## config.mk

```make
export PLATFORM = sky130hd
export DESIGN_NAME = multicycle_main_fsm
export DESIGN_NICKNAME = d
export VERILOG_FILES = /design/src/rtl/multicycle_main_fsm.sv
export SDC_FILE = /design/constraint.sdc
export NUM_CORES = 1
export LEC_CHECK = 0
export ABC_AREA = 1
export BUFFER_PORTS_ARGS = -buffer_cell sky130_fd_sc_hd__buf_2
export CAP_MARGIN = 30
export CORE_MARGIN = 2
export CORE_UTILIZATION = 50
export DETAILED_ROUTE_END_ITERATION = 10
export GPL_ROUTABILITY_DRIVEN = 0
export PLACE_DENSITY = 0.74
export SLEW_MARGIN = 20
export SYNTH_ARGS = -nofsm -noshare
export SYNTH_HDL_FRONTEND = slang
export SYNTH_SLANG_ARGS = --single-unit
```

## constraint.sdc

```tcl
create_clock -name clk -period 3.25 [get_ports clk]
set_input_delay 0.65 -clock clk [delete_from_list [all_inputs] [get_ports clk]]
set_output_delay 0.65 -clock clk [all_outputs]
set_load 0.02 [all_outputs]
```

## src/rtl/multicycle_main_fsm.sv

```systemverilog
// rtl/multicycle_main_fsm.sv - multicycle RV32I main control FSM with memory timeout, sticky fault and retire counter
module multicycle_main_fsm #(
    parameter int TIMEOUT = 16,
    parameter int CNT_W   = 32
) (
    input  logic             clk,
    input  logic             rst_n,
    input  logic [6:0]       op,
    input  logic             mem_ready,
    output logic             IRWrite,
    output logic             PCUpdate,
    output logic             AdrSrc,
    output logic [1:0]       ALUSrcA,
    output logic [1:0]       ALUSrcB,
    output logic [1:0]       ALUOp,
    output logic [1:0]       ResultSrc,
    output logic [1:0]       ImmSrc,
    output logic             RegWrite,
    output logic             MemWrite,
    output logic             Branch,
    output logic             fault,
    output logic [1:0]       fault_code,
    output logic [CNT_W-1:0] retired
);
    localparam logic [6:0] OP_LW  = 7'b0000011;
    localparam logic [6:0] OP_SW  = 7'b0100011;
    localparam logic [6:0] OP_R   = 7'b0110011;
    localparam logic [6:0] OP_I   = 7'b0010011;
    localparam logic [6:0] OP_BEQ = 7'b1100011;
    localparam logic [6:0] OP_JAL = 7'b1101111;

    localparam int WAIT_W = (TIMEOUT > 2) ? $clog2(TIMEOUT) : 1;
    localparam logic [WAIT_W-1:0] WAIT_LIM = WAIT_W'((TIMEOUT > 0) ? TIMEOUT - 1 : 0);

    typedef enum logic [3:0] {
        S_FETCH, S_DECODE, S_MEMADR, S_MEMREAD, S_MEMWB, S_MEMWRITE,
        S_EXECR, S_EXECI, S_ALUWB, S_BEQ, S_JAL, S_FAULT
    } state_t;

    state_t            state_q, state_d;
    logic [WAIT_W-1:0] wait_q, wait_d;
    logic [1:0]        fault_code_q, fault_code_d;
    logic [CNT_W-1:0]  retired_q, retired_d;
    logic              retire;
    logic              is_wait;
    logic              timed_out;
    logic              ir_write, pc_update, reg_write, mem_write, branch;

    always_ff @(posedge clk or negedge rst_n) begin
        if (!rst_n) begin
            state_q      <= S_FETCH;
            wait_q       <= '0;
            fault_code_q <= 2'b00;
            retired_q    <= '0;
        end else begin
            state_q      <= state_d;
            wait_q       <= wait_d;
            fault_code_q <= fault_code_d;
            retired_q    <= retired_d;
        end
    end

    always_comb begin
        state_d      = state_q;
        fault_code_d = fault_code_q;
        retire       = 1'b0;
        is_wait      = (state_q == S_FETCH) || (state_q == S_MEMREAD) || (state_q == S_MEMWRITE);
        timed_out    = (TIMEOUT != 0) && is_wait && !mem_ready && (wait_q == WAIT_LIM);

        case (state_q)
            S_FETCH:    if (mem_ready) state_d = S_DECODE;
            S_DECODE: begin
                case (op)
                    OP_LW, OP_SW: state_d = S_MEMADR;
                    OP_R:         state_d = S_EXECR;
                    OP_I:         state_d = S_EXECI;
                    OP_BEQ:       state_d = S_BEQ;
                    OP_JAL:       state_d = S_JAL;
                    default: begin
                        state_d      = S_FAULT;
                        fault_code_d = 2'b01;
                    end
                endcase
            end
            S_MEMADR:   state_d = (op == OP_LW) ? S_MEMREAD : S_MEMWRITE;
            S_MEMREAD:  if (mem_ready) state_d = S_MEMWB;
            S_MEMWB: begin
                state_d = S_FETCH;
                retire  = 1'b1;
            end
            S_MEMWRITE: begin
                if (mem_ready) begin
                    state_d = S_FETCH;
                    retire  = 1'b1;
                end
            end
            S_EXECR, S_EXECI: state_d = S_ALUWB;
            S_ALUWB, S_BEQ: begin
                state_d = S_FETCH;
                retire  = 1'b1;
            end
            S_JAL:      state_d = S_ALUWB;
            S_FAULT:    state_d = S_FAULT;
            default:    state_d = S_FETCH;
        endcase

        // A ready response in the limit cycle has already left the wait state above.
        if (timed_out) begin
            state_d      = S_FAULT;
            fault_code_d = 2'b10;
        end

        wait_d = '0;
        if (is_wait && !mem_ready && (state_d == state_q)) begin
            wait_d = wait_q + WAIT_W'(1);
        end

        retired_d = retired_q;
        if (retire && (retired_q != '1)) begin
            retired_d = retired_q + CNT_W'(1);
        end
    end

    always_comb begin
        ir_write  = 1'b0;
        pc_update = 1'b0;
        reg_write = 1'b0;
        mem_write = 1'b0;
        branch    = 1'b0;
        AdrSrc    = 1'b0;
        ALUSrcA   = 2'b00;
        ALUSrcB   = 2'b00;
        ALUOp     = 2'b00;
        ResultSrc = 2'b00;
        case (state_q)
            S_FETCH: begin
                ir_write  = mem_ready;
                pc_update = mem_ready;
                ALUSrcB   = 2'b10;
                ResultSrc = 2'b10;
            end
            S_DECODE: begin
                ALUSrcA = 2'b01;
                ALUSrcB = 2'b01;
            end
            S_MEMADR: begin
                ALUSrcA = 2'b10;
                ALUSrcB = 2'b01;
            end
            S_MEMREAD:  AdrSrc = 1'b1;
            S_MEMWB: begin
                ResultSrc = 2'b01;
                reg_write = 1'b1;
            end
            S_MEMWRITE: begin
                AdrSrc    = 1'b1;
                mem_write = 1'b1;
            end
            S_EXECR: begin
                ALUSrcA = 2'b10;
                ALUOp   = 2'b10;
            end
            S_EXECI: begin
                ALUSrcA = 2'b10;
                ALUSrcB = 2'b01;
                ALUOp   = 2'b10;
            end
            S_ALUWB:    reg_write = 1'b1;
            S_BEQ: begin
                ALUSrcA = 2'b10;
                ALUOp   = 2'b01;
                branch  = 1'b1;
            end
            S_JAL: begin
                ALUSrcA   = 2'b01;
                ALUSrcB   = 2'b10;
                pc_update = 1'b1;
            end
            default: begin
                ALUSrcB   = 2'b10;
                ResultSrc = 2'b10;
            end
        endcase
    end

    always_comb begin
        case (op)
            OP_SW:   ImmSrc = 2'b01;
            OP_BEQ:  ImmSrc = 2'b10;
            OP_JAL:  ImmSrc = 2'b11;
            default: ImmSrc = 2'b00;
        endcase
    end

    // Strobes are gated by rst_n so FETCH's mem_ready pass-through cannot fire during reset.
    assign IRWrite    = ir_write  & rst_n;
    assign PCUpdate   = pc_update & rst_n;
    assign RegWrite   = reg_write & rst_n;
    assign MemWrite   = mem_write & rst_n;
    assign Branch     = branch    & rst_n;
    assign fault      = (state_q == S_FAULT);
    assign fault_code = fault_code_q;
    assign retired    = retired_q;
endmodule

```

Word level (Yosys, flattened, before mapping). Index checks and enable logic that the tools add are counted.

Muxes and demuxes: 24. Equality and inequality tests: 21. Add/subtract/negate cells: 2. Reductions and logical operators: 22. Bitwise logic cells: 5.

Operators with widths (count): $add A32 B1 Y32 const B (1); $ne A32 B32 Y1 const B (1); $pmux W4 S7 (1); $eq A4 B4 Y1 const B (5); $mux W4 (5); $pmux W4 S5 (1); $eq A4 B3 Y1 const B (4); $pmux W2 S2 (4); $eq A7 B6 Y1 const B (2); $eq A7 B7 Y1 const B (2); $reduce_or A6 Y1 (2); $reduce_or A2 Y1 (5); $reduce_or A3 Y1 (3); $reduce_or A9 Y1 (1); $eq A4 B2 Y1 const B (2); $eq A7 B2 Y1 const B (1); $eq A7 B5 Y1 const B (1); $mux W1 (6); $mux W2 (3); $pmux W2 S3 (1); $and A1 B1 Y1 (5); $add A4 B1 Y4 const B (1); $eq A4 B1 Y1 const B (1); $eq A4 B4 Y1 (1); 10 further kinds (15).

Flip-flop bits (word level): 42. Bits of input ports: 10. Output and inout port bits: 51.

Depth between registers and ports, before layout. Gate-level depths: netlist (run 1).

Word-level depth: 9. Depth in mapped cells: 11. Depth with buffers taken out: 10.

Least setup slack after synthesis (run 1). OpenSTA, ideal clock, no wires.

Path kind: input-to-output. Start: in op[2]. End: out ImmSrc[0]. Cell stages on the path: 3. Path buffers: 0. Setup slack: 1.228 ns. Data arrival time: 1.372 ns. Data required time: 2.600 ns. Cell sequence: nor2_1 -> nand3_1 -> o21ai_0.

Longest elaborated chain between the ends: 2. Elaborated cells between the ends (all ways): 4.

RTL lines: from (decl) (line 8) `input logic [6:0] op,`; $eq A7 B7 Y1 or $eq A7 B6 Y1 (tied branches) (line 187) `case (op)`; $pmux W2 S3 (*) (line 187); to (decl) (line 17) `output logic [1:0] ImmSrc,`.

Every way passes the cells marked *; elsewhere a longest branch is shown, timed or not.

Worst setup path in the final report (run 1).
Start: reg state_q[3]. End: out ALUSrcB[1].

Longest elaborated chain between the ends: 3. Elaborated cells between the ends (all ways): 12.

RTL lines: from (decl) (line 40) `state_t state_q, state_d;`; from (signal assigned) (line 56) `state_q <= state_d;`; $eq A4 B2 Y1, or another cell as far along (line 135) `case (state_q)`; $reduce_or A6 Y1 (no line) or $reduce_or A3 Y1 (tied branches); $pmux W2 S2 (*) (line 135); to (decl) (line 14) `output logic [1:0] ALUSrcB,`.

Marks and branches as above.

==> flow_summary.json, run 1 <==
{
  "outcome": "complete, no violations",
  "synthMuxAreaShare": 0,
  "p_int_mw": 0.969,
  "ys_ff_latch": 42,
  "clock.fmax_ghz": 0.406,
  "critPathMostFrequentCell": "inv_1",
  "cts-buffers-inserted": 5,
  "drt_wl_total_microns": 7340,
  "synth_nets": 463,
  "diodes": 0,
  "drive_gt1_frac": 0.146,
  "ant_nets": 0,
  "timing.final.crit_share": 0.759,
  "drtIter0Drc": 190,
  "io_buffer_count": 60,
  "power_density_mw_per_mm2": 554,
  "path_clk_slew_ns": 0.08,
  "die_area_sq_mm": 0.00636,
  "r2r-start": "retired[0]",
  "synth.avg_cell_area_sq_um": 6.36,
  "overflow": 0,
  "area_growth_pct": 14.9,
  "cellLeakagePower_nw": 1.82,
  "seq_power_share": 0.357,
  "cp_num_buf_inv": 3,
  "core.rowCount": 27,
  "cts_max_level": 2,
  "ys_warn_count": 0,
  "syn_area_sq_mm": 0.00287,
  "critical_path.slowest_cell": "dfrtp_1",
  "hold_viol_final": 0,
  "nets": 526,
  "grt_max_degree": 43,
  "fin_setup_tns_ns": 0,
  "post_drt_wl_per_cell_microns": 12.5,
  "ioPinCount": 61,
  "tightest_slew_ns": 0.649,
  "core-area_sq_mm": 0.00554,
  "post_drt_via_cell_ratio": 5.10,
  "synth-compound-area-share": 0.0318,
  "die_w_microns": 79.8,
  "worstSetupEndpointType": "primary output",
  "first_global_vias": 2698,
  "crit_family": "simple AND/OR/NAND/NOR gates",
  "yosys.area_share.xor_xnor": 0.0519,
  "rrSetupSlack_ns": 0.92,
  "ys_seq_area_frac": 0.366,
  "netSwitchingFraction": 0.470,
  "fin_skew_ns": 0.00708,
  "drc": 0,
  "cts.sinks": 42,
  "cts_root_buf": "clkbuf_8",
  "clk_latency_ns": 0.29,
  "slew_viol_final": 0,
  "synth_top_family_by_area": "simple AND/OR/NAND/NOR gates",
  "worst_ep_required_time_ns": 2.60,
  "postCtsHoldBufs": 0,
  "critPathKind": "reg2out",
  "path_cells": "nor2_2, inv_1, nor2_1, inv_1, o2111a_1, buf_2",
  "cp_data_arrival_time_ns": 1.82,
  "hold_class": "in2async",
  "grt_pass1_wl_microns": 12300,
  "setup_viol": 0,
  "postCtsSetupBuffers": 0,
  "max_stage_delay_ns": 0.43,
  "setup.worst_path.start_class": "register",
  "antenna_found_initial": 0,
  "grtUsageTotal": 0.243,
  "post-route-min-period_ns": 2.47,
  "peakVddDrop_uv": 328,
  "clock_power_share": 0.176,
  "slew-limit-headroom": 0.567,
  "synth_cells": 451,
  "cts_tree": "done",
  "vias": 2991,
  "cts_resized": 0,
  "synthAdderAreaFrac": 0.00872,
  "reg2reg_depth": 10,
  "synth.distinct_cells": 24,
  "die_height_microns": 79.8,
  "hpwl_microns": 5720,
  "dr.pass1.iters": 5,
  "r2r_end": "retired[17]",
  "critPathMaxFanout": 8,
  "synthSimpleGateAreaFrac": 0.481,
  "cts_max_path_buffers": 2,
  "power_mw": 1.83,
  "initial_utilization": 0.518,
  "maxCapViolCount": 0,
  "p_switching_mw": 0.858,
  "power_frac_comb": 0.467,
  "rsz0062_at_grt": "no"
}
[worst max-delay path by stage]
stage,slack (ns),startpoint,endpoint,depth (start not counted)
final,0.78,state_q[3],ALUSrcB[1],6
after global placement,1.01,mem_ready,retired[7],7
after global routing,0.63,state_q[3],ALUSrcB[1],6
after detailed placement,0.93,mem_ready,retired[10],7
after CTS,0.81,state_q[3],ALUSrcB[1],6
after floorplan,1.23,op[2],ImmSrc[0],3
[through the flow]
stage	hold WS [ns]	utilization	std cells	area (sq um)	setup slack, ns
final	0.457	0.595	586	3300	0.784
after global routing	0.518	0.595	586	3300	0.633
after CTS	0.487	0.595	586	3300	0.808
after detailed placement	0.480	0.581	579	3220	0.934
after global placement	0.454	0.581	579	3220	1.01
after floorplan	0.354	-	451	2870	1.23
[cells in the final DEF, fill, tap and decap left out, types with 2 or more instances in the layout]
| master | Yosys | final |
|---|---|---|
| o211ai_1 | 2 | 2 |
| clkbuf_1 | 0 | 2 |
| ha_1 | 2 | 2 |
| clkbuf_8 | 0 | 5 |
| nand4_1 | 3 | 3 |
| nor2_1 | 75 | 75 |
| nor3_1 | 3 | 3 |
| nand3_1 | 10 | 10 |
| a21oi_1 | 2 | 2 |
| buf_2 | 2 | 60 |
| nand2_1 | 225 | 225 |
| nor2_4 | 2 | 2 |
| nand3b_1 | 15 | 15 |
| xor2_1 | 10 | 10 |
| xnor2_1 | 7 | 7 |
| buf_4 | 0 | 2 |
| nor2_2 | 3 | 3 |
| o21ai_0 | 8 | 8 |
| dfrtp_1 | 42 | 42 |
| inv_1 | 30 | 30 |
[worst register-to-register path, cell delays in order (launching register included)]
cell	delay, ns
dfrtp_1	0.45
ha_1	0.28
nand2_1	0.13
nor2_4	0.20
nand2_4	0.10
nor2_4	0.12
nand2_1	0.07
o21ai_2	0.25
inv_2	0.39
nand2_1	0.16
nand2_1	0.06
[state kept, by name, summed over array words and instances, names as in the netlist]
| signal | flops |
|---|---|
| fault_code | 2 |
| state_q | 4 |
| wait_q | 4 |
| retired | 32 |
[power groups by stage]
stage               clock network, mW  logic [mW]  registers (mW)
floorplan                           0       0.646           0.678
global placement                    0       0.843           0.660
detailed placement                  0       0.854           0.661
CTS                             0.326       0.857           0.651
global route                    0.338       0.959           0.664
finish                          0.322       0.853           0.652
[synthesized netlist by cell type (all sizes together)]
| cell type | n | area share |
|---|---|---|
| a31oi | 1 | 0.0022 |
| dfrtp | 42 | 0.37 |
| xnor2 | 7 | 0.021 |
| nand3b | 15 | 0.039 |
| and3 | 1 | 0.0022 |
| inv | 31 | 0.041 |
| nand2 | 226 | 0.30 |
| nor2 | 80 | 0.11 |
| ha | 2 | 0.0087 |
| a21oi | 2 | 0.0035 |
| o211ai | 2 | 0.0052 |
| nand3 | 10 | 0.017 |
| xor2 | 10 | 0.031 |
| nand4 | 3 | 0.0065 |
| buf | 6 | 0.019 |
| o21ai | 9 | 0.017 |
| nor3 | 3 | 0.0052 |
| o2111a | 1 | 0.0039 |
[routing by layer]
layer,track usage,up-vias,share of wire
met5,0,-,0
met2,0.408,85,0.48
met4,0.0814,0,0.013
met1,0.321,1381,0.46
met3,0.0373,9,0.044
li1,-,1516,-
[cells by family after synthesis]
| family | count (synthesis) |
|---|---|
| AND/OR/NAND/NOR | 338 |
| flip-flops | 42 |
| buffers and inverters | 37 |
| XOR/XNOR | 17 |
| AO/OA/AOI/OAI | 15 |
| adder cells (fa/ha/maj) | 2 |
[final cells by class]
class                   count  area [sq um]
clock buffers               7          76.3
well taps                  72          90.1
repair buffers             62           315
inverters                  31           116
flip-flops and latches     42          1050
fillers                   565          2240
multi-input cells         372          1650
Power figures use the tool's default switching activity.
==> inputs of run 2 (changes only) <==
--- a/config.mk
+++ b/config.mk
@@ -5,14 +5,14 @@
 export SDC_FILE = /design/constraint.sdc
 export NUM_CORES = 1
 export LEC_CHECK = 0
-export ABC_AREA = 1
+export ABC_AREA = 0
 export BUFFER_PORTS_ARGS = -buffer_cell sky130_fd_sc_hd__buf_2
 export CAP_MARGIN = 30
 export CORE_MARGIN = 2
-export CORE_UTILIZATION = 50
+export CORE_UTILIZATION = 48
 export DETAILED_ROUTE_END_ITERATION = 10
 export GPL_ROUTABILITY_DRIVEN = 0
-export PLACE_DENSITY = 0.74
+export PLACE_DENSITY = 0.76
 export SLEW_MARGIN = 20
 export SYNTH_ARGS = -nofsm -noshare
 export SYNTH_HDL_FRONTEND = slang
==> constraint.sdc (replaced) <==
create_clock -name clk -period 2.21 [get_ports clk]
set_input_delay 0.442 -clock clk [delete_from_list [all_inputs] [get_ports clk]]
set_output_delay 0.442 -clock clk [all_outputs]
set_load 0.02 [all_outputs]
==> run 2 against run 1 <==
Core utilization increased by 1.4 points; synthesized area decreased by 13%; global-route usage decreased by 2.5 points; register-to-register slack got worse by 0.78 ns; sequential share of layout area increased by 2.1 points; critical path depth decreased by 2; cell count decreased by 28%; synthesized cell count decreased by 39%; die area decreased by 8.7%; flip-flop and latch count unchanged; non-clock buffer count increased by 16; final area decreased by 6.2%; critical path type unchanged.
==> flow_summary.json, run 2 <==
{
  "die_height_microns": 76.2,
  "nets": 363,
  "ant_nets": 0,
  "rsz0062_at_grt": "no",
  "worst_slack_ns": 0.132,
  "clk_latency_ns": 0.30,
  "synthAdderAreaFrac": 0.0100,
  "drtIter0Drc": 189,
  "post-route-min-period_ns": 2.08,
  "path_cells": "buf_4, nand2b_1, o22ai_1, buf_2",
  "async_flop_share": 1.00,
  "crit_family": "flip-flops",
  "maxCapViolCount": 0,
  "postCtsHoldBufs": 1,
  "cts_max_path_buffers": 2,
  "critPathMaxFanout": 13,
  "cellLeakagePower_nw": 1.40,
  "cts_tree": "done",
  "cts.sinks": 42,
  "synth_cells": 277,
  "die_w_microns": 76.2,
  "pre_cts_ws_ns": 0.146,
  "timing.final.crit_share": 0.940,
  "diodes": 0,
  "final_cells": 422,
  "critPathKind": "reg2out",
  "hold_viol_final": 0,
  "cp_num_buf_inv": 2,
  "die_area_sq_mm": 0.00580,
  "synthMuxAreaShare": 0.00450,
  "path_clk_slew_ns": 0.07,
  "ys_warn_count": 0,
  "yosys.area_share.xor_xnor": 0.123,
  "setup_viol": 0,
  "fin_skew_ns": 0.0102,
  "io_buffer_count": 60,
  "max_stage_delay_ns": 0.49,
  "synth.avg_cell_area_sq_um": 9.03,
  "regArea_sq_mm": 0.00105,
  "place_inst": 413,
  "min_path_cells": 1,
  "cts_root_buf": "clkbuf_8",
  "dr.pass1.iters": 4,
  "synth_top_family_by_area": "simple AND/OR/NAND/NOR gates",
  "postCtsSetupBuffers": 0,
  "post_drt_via_cell_ratio": 5.67,
  "mostFrequentLayoutCell": "buf_2",
  "synthTopCellsByArea": "dfrtp_1 42%, xnor2_1 12%, nor2_1 5.1%, nand2_1 4.8%, nand4_1 4.8%",
  "num-fill-cells": 472,
  "core.rowCount": 26,
  "grt_max_degree": 38,
  "clock.fmax_ghz": 0.481,
  "fin_setup_tns_ns": 0,
  "ys_ff_latch": 42,
  "worstSetupEndpointType": "primary output",
  "largest_register_ffs": 32,
  "synth-edff-count": 0,
  "critical_path.slowest_cell": "dfrtp_1",
  "cp_data_arrival_time_ns": 1.64,
  "slew-limit-headroom": 0.569,
  "core-area_sq_mm": 0.00507,
  "synthMostInstantiatedCell": "dfrtp_1",
  "drt_wl_total_microns": 6060,
  "synth_nets": 289,
  "fin_util": 0.609,
  "ioPinCount": 61,
  "peakVddDrop_uv": 705,
  "cts_max_level": 2,
  "placedInstanceArea_sq_mm": 0.00297,
  "ys_seq_area_frac": 0.420,
  "cts-buffers-inserted": 5,
  "reg2reg_depth": 5,
  "overflow": 0,
  "hold_class": "reg2reg",
  "yosys.area.top_type": "dfrtp_1",
  "grtUsageTotal": 0.218,
  "most-common-layout-cells": "60 x buf_2, 42 x dfrtp_1, 34 x nor2_1",
  "worst-path-stages": 4,
  "setup.worst_path.start_class": "register",
  "area_growth_pct": 23.6,
  "drc": 0,
  "multiInputGateArea_sq_mm": 0.00139,
  "cts_resized": 0,
  "tightest_slew_ns": 0.641,
  "vias": 2392,
  "first_global_vias": 2204,
  "worst_ep_required_time_ns": 1.77,
  "grt_pass1_wl_microns": 10400,
  "fin_area_sq_mm": 0.00309,
  "power_density_mw_per_mm2": 1000,
  "synthSimpleGateAreaFrac": 0.322,
  "synth-compound-area-share": 0.0950,
  "syn_area_sq_mm": 0.00250,
  "yosys.area.top_type_share": 0.420,
  "synthTopCellsByCount": "42 x dfrtp_1, 34 x nor2_1, 33 x xnor2_1",
  "initial_utilization": 0.493,
  "slew_viol_final": 0,
  "outcome": "complete, no violations",
  "antenna_found_initial": 0,
  "hpwl_microns": 4560,
  "synth.distinct_cells": 51,
  "post_drt_wl_per_cell_microns": 14.4,
  "drive_gt1_frac": 0.273,
  "synth_top_flop_cell": "dfrtp_1"
}
-- run 2: cell types whose count changed after synthesis, moves of 5 or more --
cell,delta
and3_1,+5
nor4_1,+5
nor2_1,-41
nor3_1,+5
nand2b_1,+5
o21ai_0,-5
nand3_1,+9
clkbuf_1,+10
xnor2_1,+26
nand3b_1,-13
nand4_1,+16
nand2_1,-193
xor2_1,-8
inv_1,-24
-- run 2: kinds of logic (layout without fill, tap and decap cells) --
kind of cell	Yosys count	count (layout)
multiplexers	1	1
flip-flops	42	42
buffers and inverters	17	92
XOR/XNOR	35	35
AND/OR/NAND/NOR	150	150
AO/OA/AOI/OAI	30	30
adder cells (fa/ha/maj)	2	2
-- run 2: final timing paths --
| check | startpoint | to | slack [ns] |
|---|---|---|---|
| worst max-delay path | state_q[1] | ALUSrcA[1] | 0.13 |
| worst min-delay path | wait_q[0] | wait_q[0] | 0.48 |
| worst max register to register | retired[7] | retired[31] | 0.14 |
| worst min register to register | wait_q[0] | wait_q[0] | 0.48 |
| max in group asynchronous | rst_n | retired[1] | 0.98 |
| min in group asynchronous | rst_n | state_q[1] | 0.55 |
-- run 2: cell type report --
class                   instances  area share
multi-input cells             218       0.448
flip-flops and latches         42       0.340
repair buffers                 78       0.142
well taps                      70      0.0283
clock buffers                   7      0.0247
clock inverters                 1     0.00972
inverters                       6     0.00729
-- run 2: where the power goes --
group	leakage [nW]	switching, mW	internal, mW
logic	0.782	0.950	0.556
clock network	0.0524	0.261	0.338
registers	0.561	0.124	0.868
-- run 2: stage by stage --
step,hold WS [ns],power (mW)
2_1_floorplan,0.146,1.98
3_3_place_gp,0.289,2.45
3_5_place_dp,0.289,2.49
4_1_cts,0.479,3.09
5_1_grt,0.517,3.30
6_report,0.476,3.10
-- run 2: per-layer routing --
metal / wire, microns / track usage / vias to the layer above / share of wire
met4: 110 / 0.0764 / 0 / 0.018
li1: - / - / 1145 / -
met1: 2640 / 0.287 / 1149 / 0.44
met5: 0 / 0 / - / 0
met2: 2960 / 0.367 / 86 / 0.49
met3: 341 / 0.0332 / 12 / 0.056
-- run 2: worst reg2reg max path: cells and delay by family, from the launching register on --
family	cells	cell delay (ns)
DFF	1	0.44
xor gates and xnor gates	1	0.15
and+or+nand+nor	3	0.89
AOI/OAI and AO/OA	1	0.49
